**src/rtl/stepper_phase_driver.sv**
```systemverilog
// rtl/stepper_phase_driver.sv - step/direction to unipolar stepper coil pattern with dwell and position
//
// Purpose
//   Turns single-cycle step requests into the 8-entry unipolar coil sequence,
//   either half-step (every entry) or full-step (two-coil entries only). A dwell
//   counter enforces a minimum spacing between accepted steps, and a signed
//   counter tracks absolute position in half-step units. All outputs are
//   registered. COIL[0..3] drive the motor header pins directly.
//
// Parameters
//   MIN_STEP_CYCLES  minimum clock cycles between accepted steps (>= 2)
//   POS_W            width of the signed position counter
//
// Ports
//   CLK100MHZ  in   1      system clock, rising edge
//   RST        in   1      asynchronous active-high reset
//   EN         in   1      1 = coils energised and steps accepted, 0 = coils off
//   STEP       in   1      step request, one request per high cycle
//   DIR        in   1      1 = forward (index +), 0 = reverse (index -)
//   HALF       in   1      1 = half-step, 0 = full-step (two-coil) mode
//   COIL       out  4      coil drive pattern
//   BUSY       out  1      dwell in progress, steps rejected
//   STEP_ERR   out  1      one-cycle pulse when a step request was dropped
//   POS        out  POS_W  signed position in half-step units

module stepper_phase_driver #(
    parameter int MIN_STEP_CYCLES = 100000,
    parameter int POS_W           = 16
) (
    input  logic             CLK100MHZ,
    input  logic             RST,
    input  logic             EN,
    input  logic             STEP,
    input  logic             DIR,
    input  logic             HALF,
    output logic [3:0]       COIL,
    output logic             BUSY,
    output logic             STEP_ERR,
    output logic [POS_W-1:0] POS
);

    // The counter only ever holds MIN_STEP_CYCLES-1 down to 0.
    localparam int CNT_W = (MIN_STEP_CYCLES > 2) ? $clog2(MIN_STEP_CYCLES) : 1;
    localparam logic [CNT_W-1:0] CNT_RELOAD = CNT_W'(MIN_STEP_CYCLES - 1);

    typedef enum logic {
        ST_IDLE  = 1'b0,
        ST_DWELL = 1'b1
    } state_t;

    state_t           state_q, state_d;
    logic [2:0]       idx_q, idx_d;
    logic [POS_W-1:0] pos_q, pos_d;
    logic [CNT_W-1:0] cnt_q, cnt_d;
    logic [3:0]       coil_q, coil_d;
    logic             busy_q, busy_d;
    logic             err_q, err_d;

    logic             dwell_done;
    logic             step_ok;
    logic [2:0]       delta;

    // Unipolar phase sequence; odd entries energise two adjacent coils.
    function automatic logic [3:0] phase_coil(input logic [2:0] i);
        logic [3:0] c;
        case (i)
            3'd0:    c = 4'b0001;
            3'd1:    c = 4'b0011;
            3'd2:    c = 4'b0010;
            3'd3:    c = 4'b0110;
            3'd4:    c = 4'b0100;
            3'd5:    c = 4'b1100;
            3'd6:    c = 4'b1000;
            default: c = 4'b1001;
        endcase
        return c;
    endfunction

    always_ff @(posedge CLK100MHZ or posedge RST) begin
        if (RST) begin
            state_q <= ST_IDLE;
            idx_q   <= 3'd0;
            pos_q   <= '0;
            cnt_q   <= '0;
            coil_q  <= 4'b0000;
            busy_q  <= 1'b0;
            err_q   <= 1'b0;
        end else begin
            state_q <= state_d;
            idx_q   <= idx_d;
            pos_q   <= pos_d;
            cnt_q   <= cnt_d;
            coil_q  <= coil_d;
            busy_q  <= busy_d;
            err_q   <= err_d;
        end
    end

    // The last dwell cycle doubles as an idle cycle so that steps spaced
    // exactly MIN_STEP_CYCLES apart are accepted without a gap.
    assign dwell_done = (state_q == ST_DWELL) && (cnt_q == '0);
    assign step_ok    = STEP && EN && ((state_q == ST_IDLE) || dwell_done);

    // Full-step from an even (single-coil) entry moves one to reach a two-coil
    // entry; from then on it moves two so it stays on two-coil entries.
    assign delta = (HALF || !idx_q[0]) ? 3'd1 : 3'd2;

    always_comb begin
        state_d = state_q;
        idx_d   = idx_q;
        pos_d   = pos_q;
        cnt_d   = cnt_q;
        busy_d  = busy_q;
        err_d   = 1'b0;
        coil_d  = EN ? phase_coil(idx_q) : 4'b0000;

        // The dwell keeps running regardless of EN.
        case (state_q)
            ST_IDLE: begin
                busy_d = 1'b0;
            end
            ST_DWELL: begin
                if (cnt_q == '0) begin
                    state_d = ST_IDLE;
                    busy_d  = 1'b0;
                end else begin
                    cnt_d = cnt_q - CNT_W'(1);
                end
            end
            default: begin
                state_d = ST_IDLE;
                busy_d  = 1'b0;
            end
        endcase

        if (step_ok) begin
            if (DIR) begin
                idx_d = idx_q + delta;
                pos_d = pos_q + POS_W'(delta);
            end else begin
                idx_d = idx_q - delta;
                pos_d = pos_q - POS_W'(delta);
            end
            coil_d  = phase_coil(idx_d);
            cnt_d   = CNT_RELOAD;
            busy_d  = 1'b1;
            state_d = ST_DWELL;
        end else if (STEP) begin
            err_d = 1'b1;
        end
    end

    assign COIL     = coil_q;
    assign BUSY     = busy_q;
    assign STEP_ERR = err_q;
    assign POS      = pos_q;

endmodule
```
**config.mk**
```make
export PLATFORM = sky130hd
export DESIGN_NAME = stepper_phase_driver
export DESIGN_NICKNAME = d
export VERILOG_FILES = /design/src/rtl/stepper_phase_driver.sv
export SDC_FILE = /design/constraint.sdc
export NUM_CORES = 1
export LEC_CHECK = 0
export CAP_MARGIN = 30
export CELL_PAD_IN_SITES_DETAIL_PLACEMENT = 1
export CELL_PAD_IN_SITES_GLOBAL_PLACEMENT = 1
export CORE_AREA = 2 2 73 92
export CTS_CLUSTER_DIAMETER = 120
export DETAILED_ROUTE_END_ITERATION = 6
export DIE_AREA = 0 0 75 94
export PLACE_DENSITY = 0.75
export SYNTH_ARGS = -nofsm -noshare
export SYNTH_HDL_FRONTEND = slang
export SYNTH_SLANG_ARGS = --single-unit
export TNS_END_PERCENT = 100
```
**constraint.sdc**
```tcl
create_clock -name CLK100MHZ -period 3.7 [get_ports CLK100MHZ]
set_input_delay 0.37 -clock CLK100MHZ [delete_from_list [all_inputs] [get_ports CLK100MHZ]]
set_output_delay 0.37 -clock CLK100MHZ [all_outputs]
set_load 0.02 [all_outputs]
```
After elaboration in Yosys (flattened, before gate mapping)
Cells that the tools add are included.
{"block": "totals", "register_bits": 43, "latchBits": 0, "ram_bits": 0, "mem_bits_ro": 0, "inputBits": 6, "word_cells": 57, "n_memories": 0}
{"block": "op_classes", "n_addsub": 5, "multipliers": 0, "div": 0, "n_lt_le_gt_ge": 0, "eq_ne": 14, "shift": 0, "mux": 19, "bitwise": 1, "reduce_logical": 11}
{"operator": "case mux 4 bit (7 select lines)", "n": 2}
{"operator": "two-way mux 17 bit", "n": 3}
{"operator": "equality test 3 bit, second input constant", "n": 6}
{"operator": "logical NOT 17 bit", "n": 1}
{"operator": "subtractor 17 x 1 -> 17 bit, second input constant", "n": 1}
{"operator": "adder 16 x 2 -> 16 bit", "n": 1}
{"operator": "two-way mux 16 bit", "n": 1}
{"operator": "subtractor 16 x 2 -> 16 bit", "n": 1}
{"operator": "equality test 3 x 2 -> 1 bit, second input constant", "n": 4}
{"operator": "two-way mux 4 bit", "n": 2}
{"operator": "two-way mux 1 bit", "n": 7}
{"operator": "equality test 3 x 1 -> 1 bit, second input constant", "n": 2}
{"operator": "logical NOT 3 bit", "n": 2}
{"operator": "two-way mux 3 bit", "n": 2}
{"operator": "adder 3 x 2 -> 3 bit", "n": 1}
{"operator": "logical AND 1 bit", "n": 3}
{"operator": "!= test 3 x 1 -> 1 bit, second input constant", "n": 1}
{"operator": "subtractor 3 x 2 -> 3 bit", "n": 1}
{"operator": "logical OR 1 bit", "n": 2}
{"operator": "two-way mux 2 bit", "n": 1}
{"operator": "!= test 2 bit, second input constant", "n": 1}
{"operator": "case mux 1 bit (2 select lines)", "n": 1}
{"operator": "AND reduction 2 bit", "n": 1}
{"operator": "nonzero test 2 bit", "n": 1}
{"operator": "other kinds (2)", "n": 2}

Longest topological paths before layout
{"block": "logic_depth", "word_depth": 9, "mapped_depth": 11, "depth_no_buf": 11}

Least setup slack after synthesis
Ideal clock, no wire load.
{"block": "synth_timing", "path_type": "input -> register", "start": "in DIR", "end": "reg pos_q[15], in the netlist POS[15]", "arrival_time_ns": 2.464, "slack_ns": 1.108, "cell_stages": 9, "n_path_buf": 0, "path_cell_list": "inv_1 > ha_1 > a21o_1 > a221o_1 > a211o_1 > a221oi_2 > a31oi_1 > mux2i_1 > xnor2_1"}
{"block": "synth_via", "elab_chain_len": 1}
{"element": "from (decl)", "line_no": "34", "source": "input logic DIR,"}
{"element": "two-way mux 16 bit", "line_no": "137", "source": "if (DIR) begin"}
{"element": "to (signal assigned)", "line_no": "91", "source": "pos_q <= pos_d;"}
{"element": "to (decl)", "line_no": "53", "source": "logic [POS_W-1:0] pos_q, pos_d;"}
Every way passes these cells.
A chain may end at the register's enable or synchronous reset.

Worst setup path in the final report
Same ends and word-level chain as after synthesis.

==> results.py <==
metrics = {
    "clock_network": {
        "cts-root-buf": "clkbuf_8",
        "clock_sinks": 43,
        "htree_num_levels": 2,
        "cts_tree": "yes",
        "cts-buffers-inserted": 5,
        "clockBufferDepth": 2,
        "post_cts_resized": 0,
        "postCtsHoldBufs": 0,
        "clk_pin_slew_ns": 0.08,
        "postCtsSetupRepairBufs": 0,
        "clock_latency_ns": 0.29,
    },
    "floorplanning": {
        "coreArea_mm2": 0.00613,
        "rows": 32,
        "die_w_um": 75,
        "ios": 28,
        "dieArea_mm2": 0.00705,
        "initial_core_util": 0.433,
        "die_h_um": 94,
    },
    "global_routing": {
        "grt_pass1_vias": 2313,
        "grt_pass1_wl_um": 10100,
        "grt_max_degree": 44,
        "overflow": 0,
        "grt_util_all_layers": 0.183,
        "antenna_found_initial": 0,
    },
    "sta": {
        "rsz0062_at_grt": "no",
        "drv_slew": 0,
        "setup_violations": 0,
        "slew_headroom": 0.552,
        "tightest_slew_ns": 0.671,
        "skew_ns": 0.00669,
        "fin_setup_tns_ns": 0,
        "period_share": 0.818,
        "clock.fmax_ghz": 0.330,
        "fin_crit_ns": 3.03,
        "finalHoldViolCount": 0,
    },
    "cells_and_area": {
        "regArea_mm2": 0.00108,
        "syn2layout_area_growth_pct": 17.7,
        "antenna_cells": 0,
        "multi_input_area_mm2": 0.00149,
        "stdcell_count": 403,
        "finalNetCount": 348,
        "fillers": 727,
        "layout-drive-gt1-share": 0.0597,
    },
    "synth": {
        "synth_seq_cells": 43,
        "yosysWarnings": 0,
        "syn_inst": 286,
        "synthArstFlopShare": 1.00,
        "synth.avg_cell_area_um2": 9.27,
        "synth.area.top_cells": "dfrtp_1 41%, ha_1 10%, nand2_1 5.7%",
        "ys_seq_area_frac": 0.406,
        "synth_top_cell_by_area": "dfrtp_1",
        "synth_most_common_cell": "dfrtp_1",
        "synth_top_area_share": 0.406,
        "netlist_area_mm2": 0.00265,
        "synth_edf_count": 0,
        "synth_nets": 316,
        "yosysUniqueCellTypes": 48,
        "synthTopCellsByCount": "43 x dfrtp_1, 40 x nand2_1, 22 x ha_1",
        "synthFlopType": "dfrtp_1",
    },
    "job": {
        "maxCapViolCount": 0,
    },
    "critical_path": {
        "r2r-end": "POS[12]$_DFFE_PP0P_",
        "timing.rr.start": "idx_q[0]$_DFFE_PP0P_",
        "cp-start-kind": "input pin",
        "critPathKind": "in -> reg",
        "rrSetupSlack_ns": 0.83,
        "endpoint": "POS[15]$_DFFE_PP0P_",
        "crit_start": "DIR",
        "worstPathRequired_ns": 3.91,
        "r2r_cells": 11,
        "critPathCaptureType": "flop",
        "cp_max_fo": 6,
        "arrival_ns": 3.24,
    },
    "drt": {
        "wl_um": 5900,
        "wl_per_cell_um": 14.7,
        "vias_per_cell": 5.52,
        "vias": 2224,
        "firstDrtPassIters": 4,
        "drt_iter0_markers": 38,
        "drc": 0,
        "postRouteAntennaNets": 0,
    },
    "power_and_ir_drop": {
        "ir_drop_uv": 149,
        "design_power_total_uw": 879,
        "p_leak_nw": 1.38,
        "p_per_area_mw_per_mm2": 282,
    },
    "placement": {
        "dp.cells": 396,
        "place_congestion": 0.773,
        "dpl.hpwl_um": 4430,
        "port_buffers": 27,
    },
    "status": {
        "outcome": "finished, final reports clean",
    },
    "min_path": {
        "worstHoldPathType": "reg -> reg",
    },
}
## how the worst min path moves through the flow
stage                                     start                    end  slack, ns  depth (start not counted)
final                     cnt_q[16]$_DFFE_PP0P_  cnt_q[16]$_DFFE_PP0P_       0.49                          1
after global routing      cnt_q[16]$_DFFE_PP0P_  cnt_q[16]$_DFFE_PP0P_       0.53                          1
after CTS                 cnt_q[16]$_DFFE_PP0P_  cnt_q[16]$_DFFE_PP0P_       0.49                          1
after detailed placement  cnt_q[16]$_DFFE_PP0P_  cnt_q[16]$_DFFE_PP0P_       0.48                          1
after global placement    cnt_q[16]$_DFFE_PP0P_  cnt_q[16]$_DFFE_PP0P_       0.46                          1
after floorplan           cnt_q[16]$_DFFE_PP0P_  cnt_q[16]$_DFFE_PP0P_       0.44                          1
## layer usage
metal  part of all wire  global-route usage
met5                  0                   0
met1               0.44               0.218
met4              0.021              0.0640
met2               0.52               0.327
met3              0.020              0.0225
## flip-flops by register name, indices dropped and copies added (netlist names)
signal    cells
idx_q         3
POS          16
state_q       1
cnt_q        17
COIL          4
STEP_ERR      1
BUSY          1
## metrics by stage
step	setup WS [ns]	instance area (um^2)	util	hold slack (ns)
floorplan	1.11	2650	-	0.437
finish	0.672	3120	0.509	0.489
CTS	0.671	3120	0.509	0.494
detailed placement	0.361	3030	0.495	0.483
global placement	0.422	3030	0.495	0.455
global route	0.498	3120	0.509	0.525
## worst max-delay path, cell delays in order
cell	delay [ns]
clkdlybuf4s50_1	0.56
inv_1	0.16
ha_1	0.38
a21o_1	0.21
a221o_1	0.37
a211o_1	0.30
a221oi_2	0.34
a31oi_1	0.19
mux2i_1	0.22
xnor2_1	0.13
## kinds of logic (layout without fill, tap and decap cells)
logic type	after synthesis	count (layout)	synth area share
and+or+nand+nor	101	101	0.185
DFF	43	43	0.406
xor gates and xnor gates	17	17	0.0562
adders and majority gates	24	24	0.119
muxes	7	7	0.0274
buffers and inverters	20	52	0.0307
AOI/OAI and AO/OA	74	74	0.176
## power by group
group / leakage, nW / switching, mW / internal, mW / total, mW
Combinational: 0.796 / 0.0557 / 0.0410 / 0.0967
Clock: 0.0470 / 0.155 / 0.147 / 0.302
Sequential: 0.540 / 0.00536 / 0.475 / 0.481
Total: 1.38 / 0.216 / 0.663 / 0.879
## cell usage in the layout, fill, tap and decap left out, types with 3 or more instances in the layout
cell	count
dfrtp_1	43
nand2_1	40
clkdlybuf4s50_1	27
ha_1	22
nor2_1	20
o21ai_0	18
a21oi_1	14
o21ai_1	12
inv_1	12
nand3_1	9
xnor2_1	9
xor2_1	8
nor4_1	6
clkbuf_8	6
o21a_1	5
nor3_1	5
mux2i_1	5
buf_4	5
o31ai_1	3
a21o_1	3
nor2b_1	3
nand2b_1	3
a31oi_1	3
## layout make-up
| class | instances | share of cell area |
|---|---|---|
| multi-input combinational | 223 | 0.479 |
| sequential | 43 | 0.345 |
| timing repair buffer | 32 | 0.0987 |
| tap | 85 | 0.0341 |
| clock buffer | 6 | 0.0265 |
| inverter | 13 | 0.0156 |
| clock inverter | 1 | 0.00160 |
No activity file was read; power rests on OpenSTA's default activity.
